## config.mk

```make
export PLATFORM = sky130hd
export DESIGN_NAME = armleocpu_axi_lite_router_flat
export DESIGN_NICKNAME = d
export VERILOG_FILES = /design/src/rtl/armleocpu_axi_pkg.sv /design/src/rtl/armleocpu_axi_lite_router_if.sv /design/src/rtl/armleocpu_axi_lite_decoder.sv /design/src/rtl/armleocpu_axi_lite_router.sv /design/src/flat_wrapper.sv
export SDC_FILE = /design/constraint.sdc
export NUM_CORES = 1
export LEC_CHECK = 0
export BUFFER_PORTS_ARGS = -buffer_cell sky130_fd_sc_hd__buf_2
export CORE_AREA = 2 2 171 173
export CTS_CLUSTER_DIAMETER = 200
export DETAILED_ROUTE_END_ITERATION = 7
export DIE_AREA = 0 0 173 175
export PLACE_DENSITY_LB_ADDON = 0.3
export SLEW_MARGIN = 15
export SYNTH_ARGS = -nofsm -noshare
export SYNTH_HDL_FRONTEND = slang
export SYNTH_SLANG_ARGS = --single-unit
```

## constraint.sdc

```tcl
create_clock -name clk -period 1.66 [get_ports clk]
set_clock_uncertainty 0.1 [all_clocks]
set_input_delay 0 -clock clk [delete_from_list [all_inputs] [get_ports clk]]
set_output_delay 0 -clock clk [all_outputs]
set_load 0.1 [all_outputs]
```

## src/rtl/armleocpu_axi_pkg.sv

```systemverilog
// rtl/armleocpu_axi_pkg.sv - shared AXI4-Lite response codes and router FSM state types
//
// Purpose : constants and state encodings shared by the AXI4-Lite router and its decoder.
// Contents: AXI_RESP_* response codes, write FSM state type w_state_t, read FSM state type r_state_t.
package armleocpu_axi_pkg;

    localparam logic [1:0] AXI_RESP_OKAY   = 2'b00;
    localparam logic [1:0] AXI_RESP_SLVERR = 2'b10;
    localparam logic [1:0] AXI_RESP_DECERR = 2'b11;

    typedef enum logic [2:0] {
        W_IDLE = 3'd0,
        W_ADDR = 3'd1,
        W_DATA = 3'd2,
        W_RESP = 3'd3,
        W_DROP = 3'd4,
        W_ERR  = 3'd5
    } w_state_t;

    typedef enum logic [1:0] {
        R_IDLE = 2'd0,
        R_ADDR = 2'd1,
        R_DATA = 2'd2,
        R_ERR  = 2'd3
    } r_state_t;

endpackage

```

## src/rtl/armleocpu_axi_lite_router_if.sv

```systemverilog
// rtl/armleocpu_axi_lite_router_if.sv - upstream and flattened downstream AXI4-Lite bundle of the router
//
// Purpose : groups the CPU-side S_AXI_* channels and the per-slave flattened M_AXI_* channels.
// Modports: slave  - the router's view (slave of the CPU bus, master of the downstream slaves)
//           master - the environment's view (CPU master plus downstream slave models)
interface armleocpu_axi_lite_router_if #(
    parameter int SLAVE_COUNT = 2,
    parameter int ADDR_WIDTH  = 32
);
    logic [ADDR_WIDTH-1:0]             S_AXI_AWADDR;
    logic                              S_AXI_AWVALID;
    logic                              S_AXI_AWREADY;
    logic [31:0]                       S_AXI_WDATA;
    logic [3:0]                        S_AXI_WSTRB;
    logic                              S_AXI_WVALID;
    logic                              S_AXI_WREADY;
    logic [1:0]                        S_AXI_BRESP;
    logic                              S_AXI_BVALID;
    logic                              S_AXI_BREADY;
    logic [ADDR_WIDTH-1:0]             S_AXI_ARADDR;
    logic                              S_AXI_ARVALID;
    logic                              S_AXI_ARREADY;
    logic [31:0]                       S_AXI_RDATA;
    logic [1:0]                        S_AXI_RRESP;
    logic                              S_AXI_RVALID;
    logic                              S_AXI_RREADY;

    logic [SLAVE_COUNT*ADDR_WIDTH-1:0] M_AXI_AWADDR;
    logic [SLAVE_COUNT-1:0]            M_AXI_AWVALID;
    logic [SLAVE_COUNT-1:0]            M_AXI_AWREADY;
    logic [SLAVE_COUNT*32-1:0]         M_AXI_WDATA;
    logic [SLAVE_COUNT*4-1:0]          M_AXI_WSTRB;
    logic [SLAVE_COUNT-1:0]            M_AXI_WVALID;
    logic [SLAVE_COUNT-1:0]            M_AXI_WREADY;
    logic [SLAVE_COUNT*2-1:0]          M_AXI_BRESP;
    logic [SLAVE_COUNT-1:0]            M_AXI_BVALID;
    logic [SLAVE_COUNT-1:0]            M_AXI_BREADY;
    logic [SLAVE_COUNT*ADDR_WIDTH-1:0] M_AXI_ARADDR;
    logic [SLAVE_COUNT-1:0]            M_AXI_ARVALID;
    logic [SLAVE_COUNT-1:0]            M_AXI_ARREADY;
    logic [SLAVE_COUNT*32-1:0]         M_AXI_RDATA;
    logic [SLAVE_COUNT*2-1:0]          M_AXI_RRESP;
    logic [SLAVE_COUNT-1:0]            M_AXI_RVALID;
    logic [SLAVE_COUNT-1:0]            M_AXI_RREADY;

    modport slave (
        input  S_AXI_AWADDR, S_AXI_AWVALID, output S_AXI_AWREADY,
        input  S_AXI_WDATA, S_AXI_WSTRB, S_AXI_WVALID, output S_AXI_WREADY,
        output S_AXI_BRESP, S_AXI_BVALID, input S_AXI_BREADY,
        input  S_AXI_ARADDR, S_AXI_ARVALID, output S_AXI_ARREADY,
        output S_AXI_RDATA, S_AXI_RRESP, S_AXI_RVALID, input S_AXI_RREADY,
        output M_AXI_AWADDR, M_AXI_AWVALID, input M_AXI_AWREADY,
        output M_AXI_WDATA, M_AXI_WSTRB, M_AXI_WVALID, input M_AXI_WREADY,
        input  M_AXI_BRESP, M_AXI_BVALID, output M_AXI_BREADY,
        output M_AXI_ARADDR, M_AXI_ARVALID, input M_AXI_ARREADY,
        input  M_AXI_RDATA, M_AXI_RRESP, M_AXI_RVALID, output M_AXI_RREADY
    );

    modport master (
        output S_AXI_AWADDR, S_AXI_AWVALID, input S_AXI_AWREADY,
        output S_AXI_WDATA, S_AXI_WSTRB, S_AXI_WVALID, input S_AXI_WREADY,
        input  S_AXI_BRESP, S_AXI_BVALID, output S_AXI_BREADY,
        output S_AXI_ARADDR, S_AXI_ARVALID, input S_AXI_ARREADY,
        input  S_AXI_RDATA, S_AXI_RRESP, S_AXI_RVALID, output S_AXI_RREADY,
        input  M_AXI_AWADDR, M_AXI_AWVALID, output M_AXI_AWREADY,
        input  M_AXI_WDATA, M_AXI_WSTRB, M_AXI_WVALID, output M_AXI_WREADY,
        output M_AXI_BRESP, M_AXI_BVALID, input M_AXI_BREADY,
        input  M_AXI_ARADDR, M_AXI_ARVALID, output M_AXI_ARREADY,
        output M_AXI_RDATA, M_AXI_RRESP, M_AXI_RVALID, input M_AXI_RREADY
    );

endinterface

```

## src/rtl/armleocpu_axi_lite_decoder.sv

```systemverilog
// rtl/armleocpu_axi_lite_decoder.sv - combinational address to one-hot slave select decoder
//
// Purpose : slave i hits when (i_addr & mask_i) == base_i; the lowest-index hit wins.
// Ports   : i_addr - address to decode
//           o_sel  - one-hot select, all zero on a miss
//           o_hit  - at least one slave matched
module armleocpu_axi_lite_decoder #(
    parameter int SLAVE_COUNT = 2,
    parameter int ADDR_WIDTH  = 32,
    parameter logic [SLAVE_COUNT*ADDR_WIDTH-1:0] SLAVE_BASE = {32'h8000_0000, 32'h0200_0000},
    parameter logic [SLAVE_COUNT*ADDR_WIDTH-1:0] SLAVE_MASK = {32'h8000_0000, 32'hFFFF_0000}
) (
    input  logic [ADDR_WIDTH-1:0]  i_addr,
    output logic [SLAVE_COUNT-1:0] o_sel,
    output logic                   o_hit
);

    always_comb begin
        logic w_found;
        w_found = 1'b0;
        o_sel   = '0;
        for (int i = 0; i < SLAVE_COUNT; i++) begin
            if (!w_found && ((i_addr & SLAVE_MASK[i*ADDR_WIDTH +: ADDR_WIDTH])
                             == SLAVE_BASE[i*ADDR_WIDTH +: ADDR_WIDTH])) begin
                o_sel[i] = 1'b1;
                w_found  = 1'b1;
            end
        end
        o_hit = w_found;
    end

endmodule

```

## src/rtl/armleocpu_axi_lite_router.sv

```systemverilog
// rtl/armleocpu_axi_lite_router.sv - AXI4-Lite 1-to-N address router with internal DECERR completion
//
// Purpose : routes each upstream transaction to exactly one downstream slave by base/mask decode;
//           unmapped addresses are completed here with DECERR. Independent write and read FSMs,
//           one outstanding transaction each.
// Ports   : clk   - clock
//           rst_n - asynchronous active-low reset
//           bus   - armleocpu_axi_lite_router_if.slave (S_AXI_* upstream, M_AXI_* flattened downstream)
module armleocpu_axi_lite_router
    import armleocpu_axi_pkg::*;
#(
    parameter int SLAVE_COUNT = 2,
    parameter int ADDR_WIDTH  = 32,
    parameter logic [SLAVE_COUNT*ADDR_WIDTH-1:0] SLAVE_BASE = {32'h8000_0000, 32'h0200_0000},
    parameter logic [SLAVE_COUNT*ADDR_WIDTH-1:0] SLAVE_MASK = {32'h8000_0000, 32'hFFFF_0000}
) (
    input  logic clk,
    input  logic rst_n,
    armleocpu_axi_lite_router_if.slave bus
);

    w_state_t               r_wstate;
    logic [ADDR_WIDTH-1:0]  r_awaddr;
    logic [SLAVE_COUNT-1:0] r_wsel;
    logic                   r_s_awready;
    logic                   r_m_awvalid;
    logic                   r_drop_wready;
    logic                   r_err_bvalid;

    r_state_t               r_rstate;
    logic [ADDR_WIDTH-1:0]  r_araddr;
    logic [SLAVE_COUNT-1:0] r_rsel;
    logic                   r_s_arready;
    logic                   r_m_arvalid;
    logic                   r_err_rvalid;

    logic [SLAVE_COUNT-1:0] w_aw_sel;
    logic                   w_aw_hit;
    logic [SLAVE_COUNT-1:0] w_ar_sel;
    logic                   w_ar_hit;

    // Signals of the currently selected slave, muxed by the registered one-hot select
    logic                   w_sel_awready;
    logic                   w_sel_wready;
    logic                   w_sel_bvalid;
    logic [1:0]             w_sel_bresp;
    logic                   w_sel_arready;
    logic                   w_sel_rvalid;
    logic [1:0]             w_sel_rresp;
    logic [31:0]            w_sel_rdata;

    logic                   w_in_wdata;
    logic                   w_in_wresp;
    logic                   w_in_rdata;

    armleocpu_axi_lite_decoder #(
        .SLAVE_COUNT (SLAVE_COUNT),
        .ADDR_WIDTH  (ADDR_WIDTH),
        .SLAVE_BASE  (SLAVE_BASE),
        .SLAVE_MASK  (SLAVE_MASK)
    ) u_aw_decoder (
        .i_addr (bus.S_AXI_AWADDR),
        .o_sel  (w_aw_sel),
        .o_hit  (w_aw_hit)
    );

    armleocpu_axi_lite_decoder #(
        .SLAVE_COUNT (SLAVE_COUNT),
        .ADDR_WIDTH  (ADDR_WIDTH),
        .SLAVE_BASE  (SLAVE_BASE),
        .SLAVE_MASK  (SLAVE_MASK)
    ) u_ar_decoder (
        .i_addr (bus.S_AXI_ARADDR),
        .o_sel  (w_ar_sel),
        .o_hit  (w_ar_hit)
    );

    always_comb begin
        w_sel_awready = 1'b0;
        w_sel_wready  = 1'b0;
        w_sel_bvalid  = 1'b0;
        w_sel_bresp   = 2'b00;
        w_sel_arready = 1'b0;
        w_sel_rvalid  = 1'b0;
        w_sel_rresp   = 2'b00;
        w_sel_rdata   = 32'h0;
        for (int i = 0; i < SLAVE_COUNT; i++) begin
            if (r_wsel[i]) begin
                w_sel_awready = bus.M_AXI_AWREADY[i];
                w_sel_wready  = bus.M_AXI_WREADY[i];
                w_sel_bvalid  = bus.M_AXI_BVALID[i];
                w_sel_bresp   = bus.M_AXI_BRESP[i*2 +: 2];
            end
            if (r_rsel[i]) begin
                w_sel_arready = bus.M_AXI_ARREADY[i];
                w_sel_rvalid  = bus.M_AXI_RVALID[i];
                w_sel_rresp   = bus.M_AXI_RRESP[i*2 +: 2];
                w_sel_rdata   = bus.M_AXI_RDATA[i*32 +: 32];
            end
        end
    end

    // Write FSM. AWREADY is a register so it stays low while reset is held and
    // rises on the first edge after release.
    always_ff @(posedge clk or negedge rst_n) begin
        if (!rst_n) begin
            r_wstate      <= W_IDLE;
            r_awaddr      <= '0;
            r_wsel        <= '0;
            r_s_awready   <= 1'b0;
            r_m_awvalid   <= 1'b0;
            r_drop_wready <= 1'b0;
            r_err_bvalid  <= 1'b0;
        end else begin
            case (r_wstate)
                W_IDLE: begin
                    r_s_awready <= 1'b1;
                    if (r_s_awready && bus.S_AXI_AWVALID) begin
                        r_awaddr    <= bus.S_AXI_AWADDR;
                        r_wsel      <= w_aw_sel;
                        r_s_awready <= 1'b0;
                        if (w_aw_hit) begin
                            r_wstate    <= W_ADDR;
                            r_m_awvalid <= 1'b1;
                        end else begin
                            r_wstate      <= W_DROP;
                            r_drop_wready <= 1'b1;
                        end
                    end
                end
                W_ADDR: begin
                    if (w_sel_awready) begin
                        r_m_awvalid <= 1'b0;
                        r_wstate    <= W_DATA;
                    end
                end
                W_DATA: begin
                    if (bus.S_AXI_WVALID && w_sel_wready) begin
                        r_wstate <= W_RESP;
                    end
                end
                W_RESP: begin
                    if (w_sel_bvalid && bus.S_AXI_BREADY) begin
                        r_wstate    <= W_IDLE;
                        r_s_awready <= 1'b1;
                    end
                end
                W_DROP: begin
                    if (bus.S_AXI_WVALID) begin
                        r_drop_wready <= 1'b0;
                        r_err_bvalid  <= 1'b1;
                        r_wstate      <= W_ERR;
                    end
                end
                W_ERR: begin
                    if (bus.S_AXI_BREADY) begin
                        r_err_bvalid <= 1'b0;
                        r_wstate     <= W_IDLE;
                        r_s_awready  <= 1'b1;
                    end
                end
                default: begin
                    r_wstate      <= W_IDLE;
                    r_s_awready   <= 1'b0;
                    r_m_awvalid   <= 1'b0;
                    r_drop_wready <= 1'b0;
                    r_err_bvalid  <= 1'b0;
                end
            endcase
        end
    end

    // Read FSM, same shape as the write side without a separate data phase.
    always_ff @(posedge clk or negedge rst_n) begin
        if (!rst_n) begin
            r_rstate     <= R_IDLE;
            r_araddr     <= '0;
            r_rsel       <= '0;
            r_s_arready  <= 1'b0;
            r_m_arvalid  <= 1'b0;
            r_err_rvalid <= 1'b0;
        end else begin
            case (r_rstate)
                R_IDLE: begin
                    r_s_arready <= 1'b1;
                    if (r_s_arready && bus.S_AXI_ARVALID) begin
                        r_araddr    <= bus.S_AXI_ARADDR;
                        r_rsel      <= w_ar_sel;
                        r_s_arready <= 1'b0;
                        if (w_ar_hit) begin
                            r_rstate    <= R_ADDR;
                            r_m_arvalid <= 1'b1;
                        end else begin
                            r_rstate     <= R_ERR;
                            r_err_rvalid <= 1'b1;
                        end
                    end
                end
                R_ADDR: begin
                    if (w_sel_arready) begin
                        r_m_arvalid <= 1'b0;
                        r_rstate    <= R_DATA;
                    end
                end
                R_DATA: begin
                    if (w_sel_rvalid && bus.S_AXI_RREADY) begin
                        r_rstate    <= R_IDLE;
                        r_s_arready <= 1'b1;
                    end
                end
                R_ERR: begin
                    if (bus.S_AXI_RREADY) begin
                        r_err_rvalid <= 1'b0;
                        r_rstate     <= R_IDLE;
                        r_s_arready  <= 1'b1;
                    end
                end
                default: begin
                    r_rstate     <= R_IDLE;
                    r_s_arready  <= 1'b0;
                    r_m_arvalid  <= 1'b0;
                    r_err_rvalid <= 1'b0;
                end
            endcase
        end
    end

    assign w_in_wdata = (r_wstate == W_DATA);
    assign w_in_wresp = (r_wstate == W_RESP);
    assign w_in_rdata = (r_rstate == R_DATA);

    // Address and write payload are broadcast; only VALID/READY are steered.
    assign bus.M_AXI_AWADDR  = {SLAVE_COUNT{r_awaddr}};
    assign bus.M_AXI_AWVALID = r_wsel & {SLAVE_COUNT{r_m_awvalid}};
    assign bus.M_AXI_WDATA   = {SLAVE_COUNT{bus.S_AXI_WDATA}};
    assign bus.M_AXI_WSTRB   = {SLAVE_COUNT{bus.S_AXI_WSTRB}};
    assign bus.M_AXI_WVALID  = r_wsel & {SLAVE_COUNT{w_in_wdata && bus.S_AXI_WVALID}};
    assign bus.M_AXI_BREADY  = r_wsel & {SLAVE_COUNT{w_in_wresp && bus.S_AXI_BREADY}};
    assign bus.M_AXI_ARADDR  = {SLAVE_COUNT{r_araddr}};
    assign bus.M_AXI_ARVALID = r_rsel & {SLAVE_COUNT{r_m_arvalid}};
    assign bus.M_AXI_RREADY  = r_rsel & {SLAVE_COUNT{w_in_rdata && bus.S_AXI_RREADY}};

    assign bus.S_AXI_AWREADY = r_s_awready;
    assign bus.S_AXI_WREADY  = (w_in_wdata && w_sel_wready) || r_drop_wready;
    assign bus.S_AXI_BVALID  = (w_in_wresp && w_sel_bvalid) || r_err_bvalid;
    assign bus.S_AXI_BRESP   = w_in_wresp   ? w_sel_bresp :
                               r_err_bvalid ? AXI_RESP_DECERR : AXI_RESP_OKAY;
    assign bus.S_AXI_ARREADY = r_s_arready;
    assign bus.S_AXI_RVALID  = (w_in_rdata && w_sel_rvalid) || r_err_rvalid;
    assign bus.S_AXI_RRESP   = w_in_rdata   ? w_sel_rresp :
                               r_err_rvalid ? AXI_RESP_DECERR : AXI_RESP_OKAY;
    assign bus.S_AXI_RDATA   = w_in_rdata ? w_sel_rdata : 32'h0;

endmodule

```

## src/flat_wrapper.sv

```systemverilog
// flat-port wrapper written by rule: the top's interface ports become plain ports
module armleocpu_axi_lite_router_flat import armleocpu_axi_pkg::*;
#(
    parameter int SLAVE_COUNT = 2,
    parameter int ADDR_WIDTH  = 32,
    parameter logic [SLAVE_COUNT*ADDR_WIDTH-1:0] SLAVE_BASE = {32'h8000_0000, 32'h0200_0000},
    parameter logic [SLAVE_COUNT*ADDR_WIDTH-1:0] SLAVE_MASK = {32'h8000_0000, 32'hFFFF_0000}
)
  (clk, rst_n, bus_S_AXI_AWADDR, bus_S_AXI_AWVALID, bus_S_AXI_AWREADY, bus_S_AXI_WDATA, bus_S_AXI_WSTRB, bus_S_AXI_WVALID, bus_S_AXI_WREADY, bus_S_AXI_BRESP, bus_S_AXI_BVALID, bus_S_AXI_BREADY, bus_S_AXI_ARADDR, bus_S_AXI_ARVALID, bus_S_AXI_ARREADY, bus_S_AXI_RDATA, bus_S_AXI_RRESP, bus_S_AXI_RVALID, bus_S_AXI_RREADY, bus_M_AXI_AWADDR, bus_M_AXI_AWVALID, bus_M_AXI_AWREADY, bus_M_AXI_WDATA, bus_M_AXI_WSTRB, bus_M_AXI_WVALID, bus_M_AXI_WREADY, bus_M_AXI_BRESP, bus_M_AXI_BVALID, bus_M_AXI_BREADY, bus_M_AXI_ARADDR, bus_M_AXI_ARVALID, bus_M_AXI_ARREADY, bus_M_AXI_RDATA, bus_M_AXI_RRESP, bus_M_AXI_RVALID, bus_M_AXI_RREADY);
  armleocpu_axi_lite_router_if #(.SLAVE_COUNT(SLAVE_COUNT), .ADDR_WIDTH(ADDR_WIDTH)) bus_i ();
  input  logic clk;
  input  logic rst_n;
  input wire logic [$bits(bus_i.S_AXI_AWADDR)-1:0] bus_S_AXI_AWADDR;
  input wire logic [$bits(bus_i.S_AXI_AWVALID)-1:0] bus_S_AXI_AWVALID;
  output wire logic [$bits(bus_i.S_AXI_AWREADY)-1:0] bus_S_AXI_AWREADY;
  input wire logic [$bits(bus_i.S_AXI_WDATA)-1:0] bus_S_AXI_WDATA;
  input wire logic [$bits(bus_i.S_AXI_WSTRB)-1:0] bus_S_AXI_WSTRB;
  input wire logic [$bits(bus_i.S_AXI_WVALID)-1:0] bus_S_AXI_WVALID;
  output wire logic [$bits(bus_i.S_AXI_WREADY)-1:0] bus_S_AXI_WREADY;
  output wire logic [$bits(bus_i.S_AXI_BRESP)-1:0] bus_S_AXI_BRESP;
  output wire logic [$bits(bus_i.S_AXI_BVALID)-1:0] bus_S_AXI_BVALID;
  input wire logic [$bits(bus_i.S_AXI_BREADY)-1:0] bus_S_AXI_BREADY;
  input wire logic [$bits(bus_i.S_AXI_ARADDR)-1:0] bus_S_AXI_ARADDR;
  input wire logic [$bits(bus_i.S_AXI_ARVALID)-1:0] bus_S_AXI_ARVALID;
  output wire logic [$bits(bus_i.S_AXI_ARREADY)-1:0] bus_S_AXI_ARREADY;
  output wire logic [$bits(bus_i.S_AXI_RDATA)-1:0] bus_S_AXI_RDATA;
  output wire logic [$bits(bus_i.S_AXI_RRESP)-1:0] bus_S_AXI_RRESP;
  output wire logic [$bits(bus_i.S_AXI_RVALID)-1:0] bus_S_AXI_RVALID;
  input wire logic [$bits(bus_i.S_AXI_RREADY)-1:0] bus_S_AXI_RREADY;
  output wire logic [$bits(bus_i.M_AXI_AWADDR)-1:0] bus_M_AXI_AWADDR;
  output wire logic [$bits(bus_i.M_AXI_AWVALID)-1:0] bus_M_AXI_AWVALID;
  input wire logic [$bits(bus_i.M_AXI_AWREADY)-1:0] bus_M_AXI_AWREADY;
  output wire logic [$bits(bus_i.M_AXI_WDATA)-1:0] bus_M_AXI_WDATA;
  output wire logic [$bits(bus_i.M_AXI_WSTRB)-1:0] bus_M_AXI_WSTRB;
  output wire logic [$bits(bus_i.M_AXI_WVALID)-1:0] bus_M_AXI_WVALID;
  input wire logic [$bits(bus_i.M_AXI_WREADY)-1:0] bus_M_AXI_WREADY;
  input wire logic [$bits(bus_i.M_AXI_BRESP)-1:0] bus_M_AXI_BRESP;
  input wire logic [$bits(bus_i.M_AXI_BVALID)-1:0] bus_M_AXI_BVALID;
  output wire logic [$bits(bus_i.M_AXI_BREADY)-1:0] bus_M_AXI_BREADY;
  output wire logic [$bits(bus_i.M_AXI_ARADDR)-1:0] bus_M_AXI_ARADDR;
  output wire logic [$bits(bus_i.M_AXI_ARVALID)-1:0] bus_M_AXI_ARVALID;
  input wire logic [$bits(bus_i.M_AXI_ARREADY)-1:0] bus_M_AXI_ARREADY;
  input wire logic [$bits(bus_i.M_AXI_RDATA)-1:0] bus_M_AXI_RDATA;
  input wire logic [$bits(bus_i.M_AXI_RRESP)-1:0] bus_M_AXI_RRESP;
  input wire logic [$bits(bus_i.M_AXI_RVALID)-1:0] bus_M_AXI_RVALID;
  output wire logic [$bits(bus_i.M_AXI_RREADY)-1:0] bus_M_AXI_RREADY;
  assign bus_i.S_AXI_AWADDR = bus_S_AXI_AWADDR;
  assign bus_i.S_AXI_AWVALID = bus_S_AXI_AWVALID;
  assign bus_S_AXI_AWREADY = bus_i.S_AXI_AWREADY;
  assign bus_i.S_AXI_WDATA = bus_S_AXI_WDATA;
  assign bus_i.S_AXI_WSTRB = bus_S_AXI_WSTRB;
  assign bus_i.S_AXI_WVALID = bus_S_AXI_WVALID;
  assign bus_S_AXI_WREADY = bus_i.S_AXI_WREADY;
  assign bus_S_AXI_BRESP = bus_i.S_AXI_BRESP;
  assign bus_S_AXI_BVALID = bus_i.S_AXI_BVALID;
  assign bus_i.S_AXI_BREADY = bus_S_AXI_BREADY;
  assign bus_i.S_AXI_ARADDR = bus_S_AXI_ARADDR;
  assign bus_i.S_AXI_ARVALID = bus_S_AXI_ARVALID;
  assign bus_S_AXI_ARREADY = bus_i.S_AXI_ARREADY;
  assign bus_S_AXI_RDATA = bus_i.S_AXI_RDATA;
  assign bus_S_AXI_RRESP = bus_i.S_AXI_RRESP;
  assign bus_S_AXI_RVALID = bus_i.S_AXI_RVALID;
  assign bus_i.S_AXI_RREADY = bus_S_AXI_RREADY;
  assign bus_M_AXI_AWADDR = bus_i.M_AXI_AWADDR;
  assign bus_M_AXI_AWVALID = bus_i.M_AXI_AWVALID;
  assign bus_i.M_AXI_AWREADY = bus_M_AXI_AWREADY;
  assign bus_M_AXI_WDATA = bus_i.M_AXI_WDATA;
  assign bus_M_AXI_WSTRB = bus_i.M_AXI_WSTRB;
  assign bus_M_AXI_WVALID = bus_i.M_AXI_WVALID;
  assign bus_i.M_AXI_WREADY = bus_M_AXI_WREADY;
  assign bus_i.M_AXI_BRESP = bus_M_AXI_BRESP;
  assign bus_i.M_AXI_BVALID = bus_M_AXI_BVALID;
  assign bus_M_AXI_BREADY = bus_i.M_AXI_BREADY;
  assign bus_M_AXI_ARADDR = bus_i.M_AXI_ARADDR;
  assign bus_M_AXI_ARVALID = bus_i.M_AXI_ARVALID;
  assign bus_i.M_AXI_ARREADY = bus_M_AXI_ARREADY;
  assign bus_i.M_AXI_RDATA = bus_M_AXI_RDATA;
  assign bus_i.M_AXI_RRESP = bus_M_AXI_RRESP;
  assign bus_i.M_AXI_RVALID = bus_M_AXI_RVALID;
  assign bus_M_AXI_RREADY = bus_i.M_AXI_RREADY;
  armleocpu_axi_lite_router #(.SLAVE_COUNT(SLAVE_COUNT), .ADDR_WIDTH(ADDR_WIDTH), .SLAVE_BASE(SLAVE_BASE), .SLAVE_MASK(SLAVE_MASK)) u_core (.clk(clk), .rst_n(rst_n), .bus(bus_i));
endmodule
```

[Yosys cells after proc, flatten, opt, wreduce, memory -nomap -nowiden]
Index checks and enable logic that the tools add are counted.
Word-level totals
  register bits: 80
  latch bits: 0
  bits in writable memories: 0
  memory bits (read-only): 0
  input bits: 189
  output and inout port bits: 251
  word-level logic and storage cells: 152
  memories: 0
Cells by class
  add/subtract/negate cells: 0
  multipliers: 0
  div/mod/pow operators: 0
  magnitude comparators: 0
  equal/unequal tests: 24
  shifts and indexed selects: 0
  muxes and demuxes: 68
  bitwise gates (word level): 9
  reductions and logical operators: 38
Operator list (number)
  2-to-1 mux 32 bit: 3
  2-to-1 mux 1 bit: 36
  == test 16 x 10 -> 1 bit, second input constant: 2
  2-to-1 mux 2 bit: 13
  2-to-1 mux 3 bit: 7
  inequality test 2 bit, second input constant: 10
  AND reduction 4 bit: 5
  case mux 3 bit (6 select lines): 1
  logical AND 1 bit: 13
  case mux 1 bit (3 select lines): 4
  OR reduction 4 bit: 3
  AND 2 bit: 5
  AND reduction 3 bit: 3
  inequality test 2 x 1 -> 1 bit, second input constant: 4
  case mux 2 bit (4 select lines): 1
  == test 3 x 2 -> 1 bit, second input constant: 2
  == test 3 bit, second input constant: 2
  AND reduction 6 bit: 1
  == test 2 bit, second input constant: 2
  NOT 1 bit: 4
  case mux 1 bit (2 select lines): 2
  case mux 1 bit (4 select lines): 1
  AND reduction 2 bit: 2
  nonzero test 2 bit: 2
  8 further kinds: 11

[Longest topological paths before layout]
  depth in word-level cells: 8
  mapped depth: 7
  mapped depth without buffers: 5

[By module]
From an unflattened synthesis, not the netlist that was laid out.
Second synthesis, totals
  cell total of the unflattened synthesis: 500
  area, all modules: 5041.1 µm²
By module, submodules not included
  armleocpu_axi_lite_router: instances 1, cells an instance 486, area each 4928.5 µm²
  armleocpu_axi_lite_decoder: instances 2, cells an instance 7, area each 56.3 µm²

[Worst setup path before layout]
No wires, ideal clock.
  kind: register to output
  from: register u_core.r_wstate[0]
  to: output port bus_M_AXI_WVALID[1]
  data arrival time: 3.619 ns
  path slack: -2.059 ns
  cell stages (with the launch flop): 4
  path buffers: 2
  cell sequence: dfrtp_1 -> buf_4 -> clkbuf_1 -> nor4_1
On the way
  longest elaborated chain between the ends: 3
Ends and longest elaborated chain
  start, declared: line armleocpu_axi_lite_router.sv:22  | w_state_t r_wstate;
  start signal, assigned: line armleocpu_axi_lite_router.sv:107  | r_wstate <= W_IDLE;
  start signal, assigned: line armleocpu_axi_lite_router.sv:123  | r_wstate <= W_ADDR;
  start signal, assigned: line armleocpu_axi_lite_router.sv:126  | r_wstate <= W_DROP;
  == test 3 x 2 -> 1 bit: line armleocpu_axi_lite_router.sv:228  | assign w_in_wdata = (r_wstate == W_DATA);
  logical AND 1 bit: line armleocpu_axi_lite_router.sv:237  | assign bus.M_AXI_WVALID = r_wsel & {SLAVE_COUNT{w_in_wdata && bus.S_AXI_WVALID}};
  AND 2 bit: line armleocpu_axi_lite_router.sv:237
  end, declared: line flat_wrapper.sv:35  | output wire logic [$bits(bus_i.M_AXI_WVALID)-1:0] bus_M_AXI_WVALID;
No other way between the ends.

[Final worst setup path]
  from: register u_core.r_rsel[1]
  to: output port bus_S_AXI_RRESP[0]
On the way
  longest elaborated chain between the ends: 2
Ends and longest elaborated chain
  start, declared: line armleocpu_axi_lite_router.sv:32  | logic [SLAVE_COUNT-1:0] r_rsel;
  start signal, assigned: line armleocpu_axi_lite_router.sv:188  | r_rsel <= w_ar_sel;
  2-to-1 mux 2 bit: line armleocpu_axi_lite_router.sv:94  | if (r_rsel[i]) begin
  2-to-1 mux 2 bit: line armleocpu_axi_lite_router.sv:250  | assign bus.S_AXI_RRESP = w_in_rdata ? w_sel_rresp :
  end, declared: line flat_wrapper.sv:27  | output wire logic [$bits(bus_i.S_AXI_RRESP)-1:0] bus_S_AXI_RRESP;
No other way between the ends.

==> impl_metrics.prom <==
# TYPE chip_impl_metric gauge
chip_impl_info{name="status",value="finished with violations"} 1
chip_impl_info{name="failed_checks",value="setup timing"} 1
chip_impl_metric{name="cellLeakagePower",unit="nW"} 4.91
chip_impl_metric{name="vdd_drop_max",unit="mV"} 1.49
chip_impl_metric{name="die_height",unit="µm"} 175
chip_impl_metric{name="synth_sequential_area_ratio",unit="%"} 38.2
chip_impl_info{name="crit-reg2reg-launch",value="u_core.r_rstate[0]"} 1
chip_impl_metric{name="layout.core_utilization",unit="%"} 36.8
chip_impl_info{name="top_cell_family_by_delay_on_the_critical_path",value="buffers and inverters"} 1
chip_impl_metric{name="mappedNetlistNets",unit=""} 767
chip_impl_metric{name="cp_data_required_time",unit="ps"} 1560
chip_impl_metric{name="regArea",unit="mm²"} 0.00201
chip_impl_metric{name="syn2layout_area_growth",unit="%"} 99.1
chip_impl_metric{name="post-route-min-period",unit="ps"} 1770
chip_impl_metric{name="share_of_the_clock_period_used_by_the_worst_path",unit="%"} 106
chip_impl_metric{name="vias_per_cell",unit=""} 4.12
chip_impl_info{name="critical_path_end_type",value="output port"} 1
chip_impl_metric{name="synthArstFlopShare",unit="%"} 100
chip_impl_metric{name="grt_antenna_before_repair",unit=""} 1
chip_impl_metric{name="cts_max_path_buffers",unit=""} 2
chip_impl_metric{name="min_path_cells",unit=""} 5
chip_impl_metric{name="slew_headroom",unit="%"} 55.5
chip_impl_metric{name="boundaryPins",unit=""} 440
chip_impl_metric{name="detail_route.drc_violations",unit=""} 0
chip_impl_metric{name="fmaxAchievable",unit="GHz"} 0.566
chip_impl_metric{name="numPortBuffers",unit=""} 331
chip_impl_metric{name="critical_path.n_buffers_inverters",unit=""} 3
chip_impl_info{name="top_library_cells_by_usage_in_the_layout_fill_and_taps_aside",value="281 x sky130_fd_sc_hd__buf_2, 95 x sky130_fd_sc_hd__buf_12, 82 x sky130_fd_sc_hd__nand2_1"} 1
chip_impl_info{name="clockRootBuffer",value="sky130_fd_sc_hd__clkbuf_16"} 1
chip_impl_metric{name="worst_pin_slew",unit="ps"} 665
chip_impl_info{name="grt_setup_unrepaired",value="true"} 1
chip_impl_metric{name="cts_buffers",unit=""} 9
chip_impl_metric{name="yosys.area_share.simple",unit="%"} 19.4
chip_impl_metric{name="slew_violations",unit=""} 0
chip_impl_metric{name="cts-htree-levels",unit=""} 3
chip_impl_metric{name="clkSinkCount",unit=""} 80
chip_impl_metric{name="post_synth_instance_area",unit="mm²"} 0.00525
chip_impl_info{name="cts_tree",value="yes"} 1
chip_impl_info{name="critical_path.cell_chain",value="nor2b_4 -> buf_6 -> buf_16 -> a22oi_2 -> a21oi_4 -> buf_12"} 1
chip_impl_info{name="holdCritPathClass",value="in -> reg"} 1
chip_impl_metric{name="grt_overflow",unit=""} 0
chip_impl_metric{name="fp-row-count",unit=""} 62
chip_impl_info{name="crit_slowest_cell",value="sky130_fd_sc_hd__dfrtp_2"} 1
chip_impl_metric{name="synth_compound_gate_area_share",unit="%"} 10.7
chip_impl_metric{name="cellPowerDensity",unit="mW/mm²"} 1490
chip_impl_metric{name="grt_start_max_net_pins",unit=""} 45
chip_impl_metric{name="stdcell_count",unit=""} 1315
chip_impl_info{name="synthFlopType",value="sky130_fd_sc_hd__dfrtp_1"} 1
chip_impl_metric{name="postSynthCellCount",unit=""} 574
chip_impl_metric{name="synth_xor_area_share",unit="%"} 0
chip_impl_metric{name="dr.pass1.iters",unit=""} 4
chip_impl_metric{name="drive_gt1_share",unit="%"} 68.2
chip_impl_metric{name="adder_cell_area_share_of_the_yosys_netlist",unit="%"} 0.954
chip_impl_metric{name="dp_hpwl",unit="µm"} 14600
chip_impl_metric{name="grt_pass1_wl",unit="µm"} 31900
chip_impl_metric{name="timing.final.ws_setup",unit="ps"} -105
chip_impl_metric{name="clk_transition_reported_paths",unit="ps"} 70
chip_impl_info{name="hold-path-endpoint",value="u_core.r_wsel[0]"} 1
chip_impl_metric{name="floorplan_core_area",unit="mm²"} 0.0284
chip_impl_metric{name="fillerInstances",unit=""} 2795
chip_impl_info{name="criticalPathCategory",value="reg -> out"} 1
chip_impl_metric{name="vias_in_the_first_global_route",unit=""} 5456
chip_impl_metric{name="placed_cells_incl_taps",unit=""} 1148
chip_impl_metric{name="synth_enable_flop_cells",unit=""} 0
chip_impl_info{name="crit-reg2reg-capture",value="u_core.r_m_arvalid"} 1
chip_impl_metric{name="clkLatencyLatePin",unit="ps"} 340
chip_impl_info{name="worstSetupStartpointType",value="flip-flop"} 1
chip_impl_metric{name="dieArea",unit="mm²"} 0.0303
chip_impl_metric{name="routed_wl",unit="µm"} 21900
chip_impl_metric{name="routed_wire_length_per_instance",unit="µm"} 16.7
chip_impl_metric{name="die_w",unit="µm"} 173
chip_impl_info{name="timing.critical_path.from",value="u_core.r_rsel[1]"} 1
chip_impl_metric{name="antenna_violating_nets_post_route",unit=""} 0
chip_impl_metric{name="fin_area",unit="mm²"} 0.0104
chip_impl_metric{name="dr_total_vias",unit=""} 5413
chip_impl_info{name="min-delay-start",value="bus_S_AXI_AWADDR[24]"} 1
chip_impl_metric{name="setup_viol",unit=""} 46
chip_impl_metric{name="fin_nets",unit=""} 1119
chip_impl_metric{name="critical-path-max-stage-delay",unit="ps"} 430
chip_impl_metric{name="multi_input_area",unit="mm²"} 0.00284
chip_impl_metric{name="cap_violations",unit=""} 0
chip_impl_metric{name="post_synth.cell_area_avg",unit="µm²"} 9.14
chip_impl_metric{name="timing.reg2reg.worst_path_depth",unit=""} 6
chip_impl_metric{name="placed_area",unit="mm²"} 0.00758
chip_impl_metric{name="whs",unit="ps"} 22.2
chip_impl_metric{name="rrSetupSlack",unit="ps"} -90
chip_impl_metric{name="initial_utilization",unit="%"} 18.5
chip_impl_metric{name="synth-seq-cells",unit=""} 80
chip_impl_metric{name="grt_usage",unit="%"} 13.7
chip_impl_metric{name="first_iter_violations",unit=""} 160
chip_impl_metric{name="critical_path.max_fanout",unit=""} 8
chip_impl_info{name="main_combinational_cell_family_by_area_after_synthesis",value="buffers and inverters"} 1
chip_impl_metric{name="synth.lib_cells_used.distinct",unit=""} 50
chip_impl_metric{name="yosysWarningCount",unit=""} 0
chip_impl_info{name="most_common_cell_after_layout_fill_and_taps_aside",value="sky130_fd_sc_hd__buf_2"} 1
chip_impl_metric{name="cp.depth",unit=""} 6
chip_impl_metric{name="antenna_cells",unit=""} 0
chip_impl_metric{name="synthMuxAreaShare",unit="%"} 7.42
chip_impl_metric{name="gp_congestion",unit=""} 0.783
chip_impl_metric{name="arrival",unit="ps"} 1670
chip_impl_metric{name="finalHoldViolations",unit=""} 0
[synth_stat cells, types with 2 or more instances]
| cell | instances | area [µm²] |
|---|---|---|
| sky130_fd_sc_hd__a21oi_1 | 10 | 50.1 |
| sky130_fd_sc_hd__nor2b_1 | 36 | 225 |
| sky130_fd_sc_hd__a21boi_0 | 3 | 22.5 |
| sky130_fd_sc_hd__buf_2 | 13 | 65.1 |
| sky130_fd_sc_hd__a41oi_1 | 2 | 17.5 |
| sky130_fd_sc_hd__dfrtp_1 | 80 | 2000 |
| sky130_fd_sc_hd__nor3_1 | 3 | 15.0 |
| sky130_fd_sc_hd__buf_6 | 2 | 22.5 |
| sky130_fd_sc_hd__o21ai_0 | 14 | 70.1 |
| sky130_fd_sc_hd__a22oi_1 | 35 | 263 |
| sky130_fd_sc_hd__and2_1 | 6 | 37.5 |
| sky130_fd_sc_hd__nand2_1 | 116 | 435 |
| sky130_fd_sc_hd__nand4_1 | 4 | 25.0 |
| sky130_fd_sc_hd__nor4_1 | 4 | 25.0 |
| sky130_fd_sc_hd__buf_4 | 137 | 1030 |
| sky130_fd_sc_hd__inv_1 | 7 | 26.3 |
| sky130_fd_sc_hd__o211ai_1 | 2 | 15.0 |
| sky130_fd_sc_hd__mux2_2 | 31 | 349 |
| sky130_fd_sc_hd__and3_1 | 7 | 43.8 |
| sky130_fd_sc_hd__nand2b_1 | 2 | 12.5 |
| sky130_fd_sc_hd__buf_8 | 3 | 45.0 |
| sky130_fd_sc_hd__ha_1 | 4 | 50.1 |
| sky130_fd_sc_hd__mux2i_1 | 4 | 40.0 |
| sky130_fd_sc_hd__nor2_1 | 8 | 30.0 |
| sky130_fd_sc_hd__buf_1 | 2 | 7.51 |
| sky130_fd_sc_hd__nor4_2 | 3 | 37.5 |
| sky130_fd_sc_hd__o32ai_1 | 2 | 17.5 |
| sky130_fd_sc_hd__nand3b_1 | 4 | 30.0 |
| sky130_fd_sc_hd__clkbuf_1 | 9 | 33.8 |
[sequential cells by signal, indices dropped and copies added, names as in the netlist]
signal,count
u_core.bus.S_AXI_ARREADY,1
u_core.bus.S_AXI_AWREADY,1
u_core.r_araddr,32
u_core.r_awaddr,32
u_core.r_drop_wready,1
u_core.r_err_bvalid,1
u_core.r_err_rvalid,1
u_core.r_m_arvalid,1
u_core.r_m_awvalid,1
u_core.r_rsel,2
u_core.r_rstate,2
u_core.r_wsel,2
u_core.r_wstate,3
[logic make-up after synthesis]
logic type	Yosys count
AOI/OAI and AO/OA	80
adders and majority gates	4
buffers and inverters	173
DFF	80
muxes	35
and+or+nand+nor	202
[per-stage QoR]
stage	power [mW]	TNS [ps]	worst slack (ps)
final	15.6	-2750	-105
after detailed placement	11.8	-0.737	-0.737
after global placement	11.8	0	40.5
after CTS	15.3	-3750	-152
after floorplan	11.3	-2850	-250
after global routing	16.1	-8030	-196
[routing by layer]
layer  global-route usage (%)  vias to the layer above  wire length (µm)
li1                         -                     2514                 -
met1                     14.9                     2577              8280
met2                     26.1                      295             11800
met3                     3.29                       25              1350
met4                     3.88                        2               517
met5                        0                        -                13
[report_power, final]
| group | total, mW | internal, mW | switching [mW] |
|---|---|---|---|
| Sequential | 2.88 | 2.42 | 0.466 |
| Combinational | 10.5 | 2.24 | 8.22 |
| Clock | 2.20 | 1.33 | 0.873 |
| Total | 15.6 | 5.99 | 9.56 |
[repair_timing]
action,CTS,global route
buffers inserted,22,12
hold buffers,107,2
hold endpoints to repair,223,2
resized for setup,83,43
gates cloned,9,4
setup endpoints to repair,49,100
pin swaps,15,37
[cell type report]
class / instances / share of cell area, %
timing repair buffer: 507 / 45.6
multi-input combinational: 321 / 27.2
inverter: 7 / 0.324
clock inverter: 6 / 0.863
clock buffer: 10 / 2.19
sequential: 80 / 19.3
tap: 384 / 4.60
[how the worst max path moves through the flow]
| stage | end | slack [ps] |
|---|---|---|
| after floorplan | bus_M_AXI_WVALID[1] | -250 |
| after global placement | u_core.r_araddr[13] | 40 |
| after detailed placement | u_core.r_rstate[1] | -0.7 |
| after CTS | bus_S_AXI_RRESP[0] | -150 |
| after global routing | bus_S_AXI_RRESP[0] | -200 |
| final | bus_S_AXI_RRESP[0] | -110 |
[worst register-to-register path, delay by kind of cell, from the launching register on]
kind	cells	cell delay (ps)
AOI/OAI and AO/OA	3	610
adders and majority gates	1	250
buffers and inverters	2	280
DFF	1	390
(Power assumes the default switching activity.)
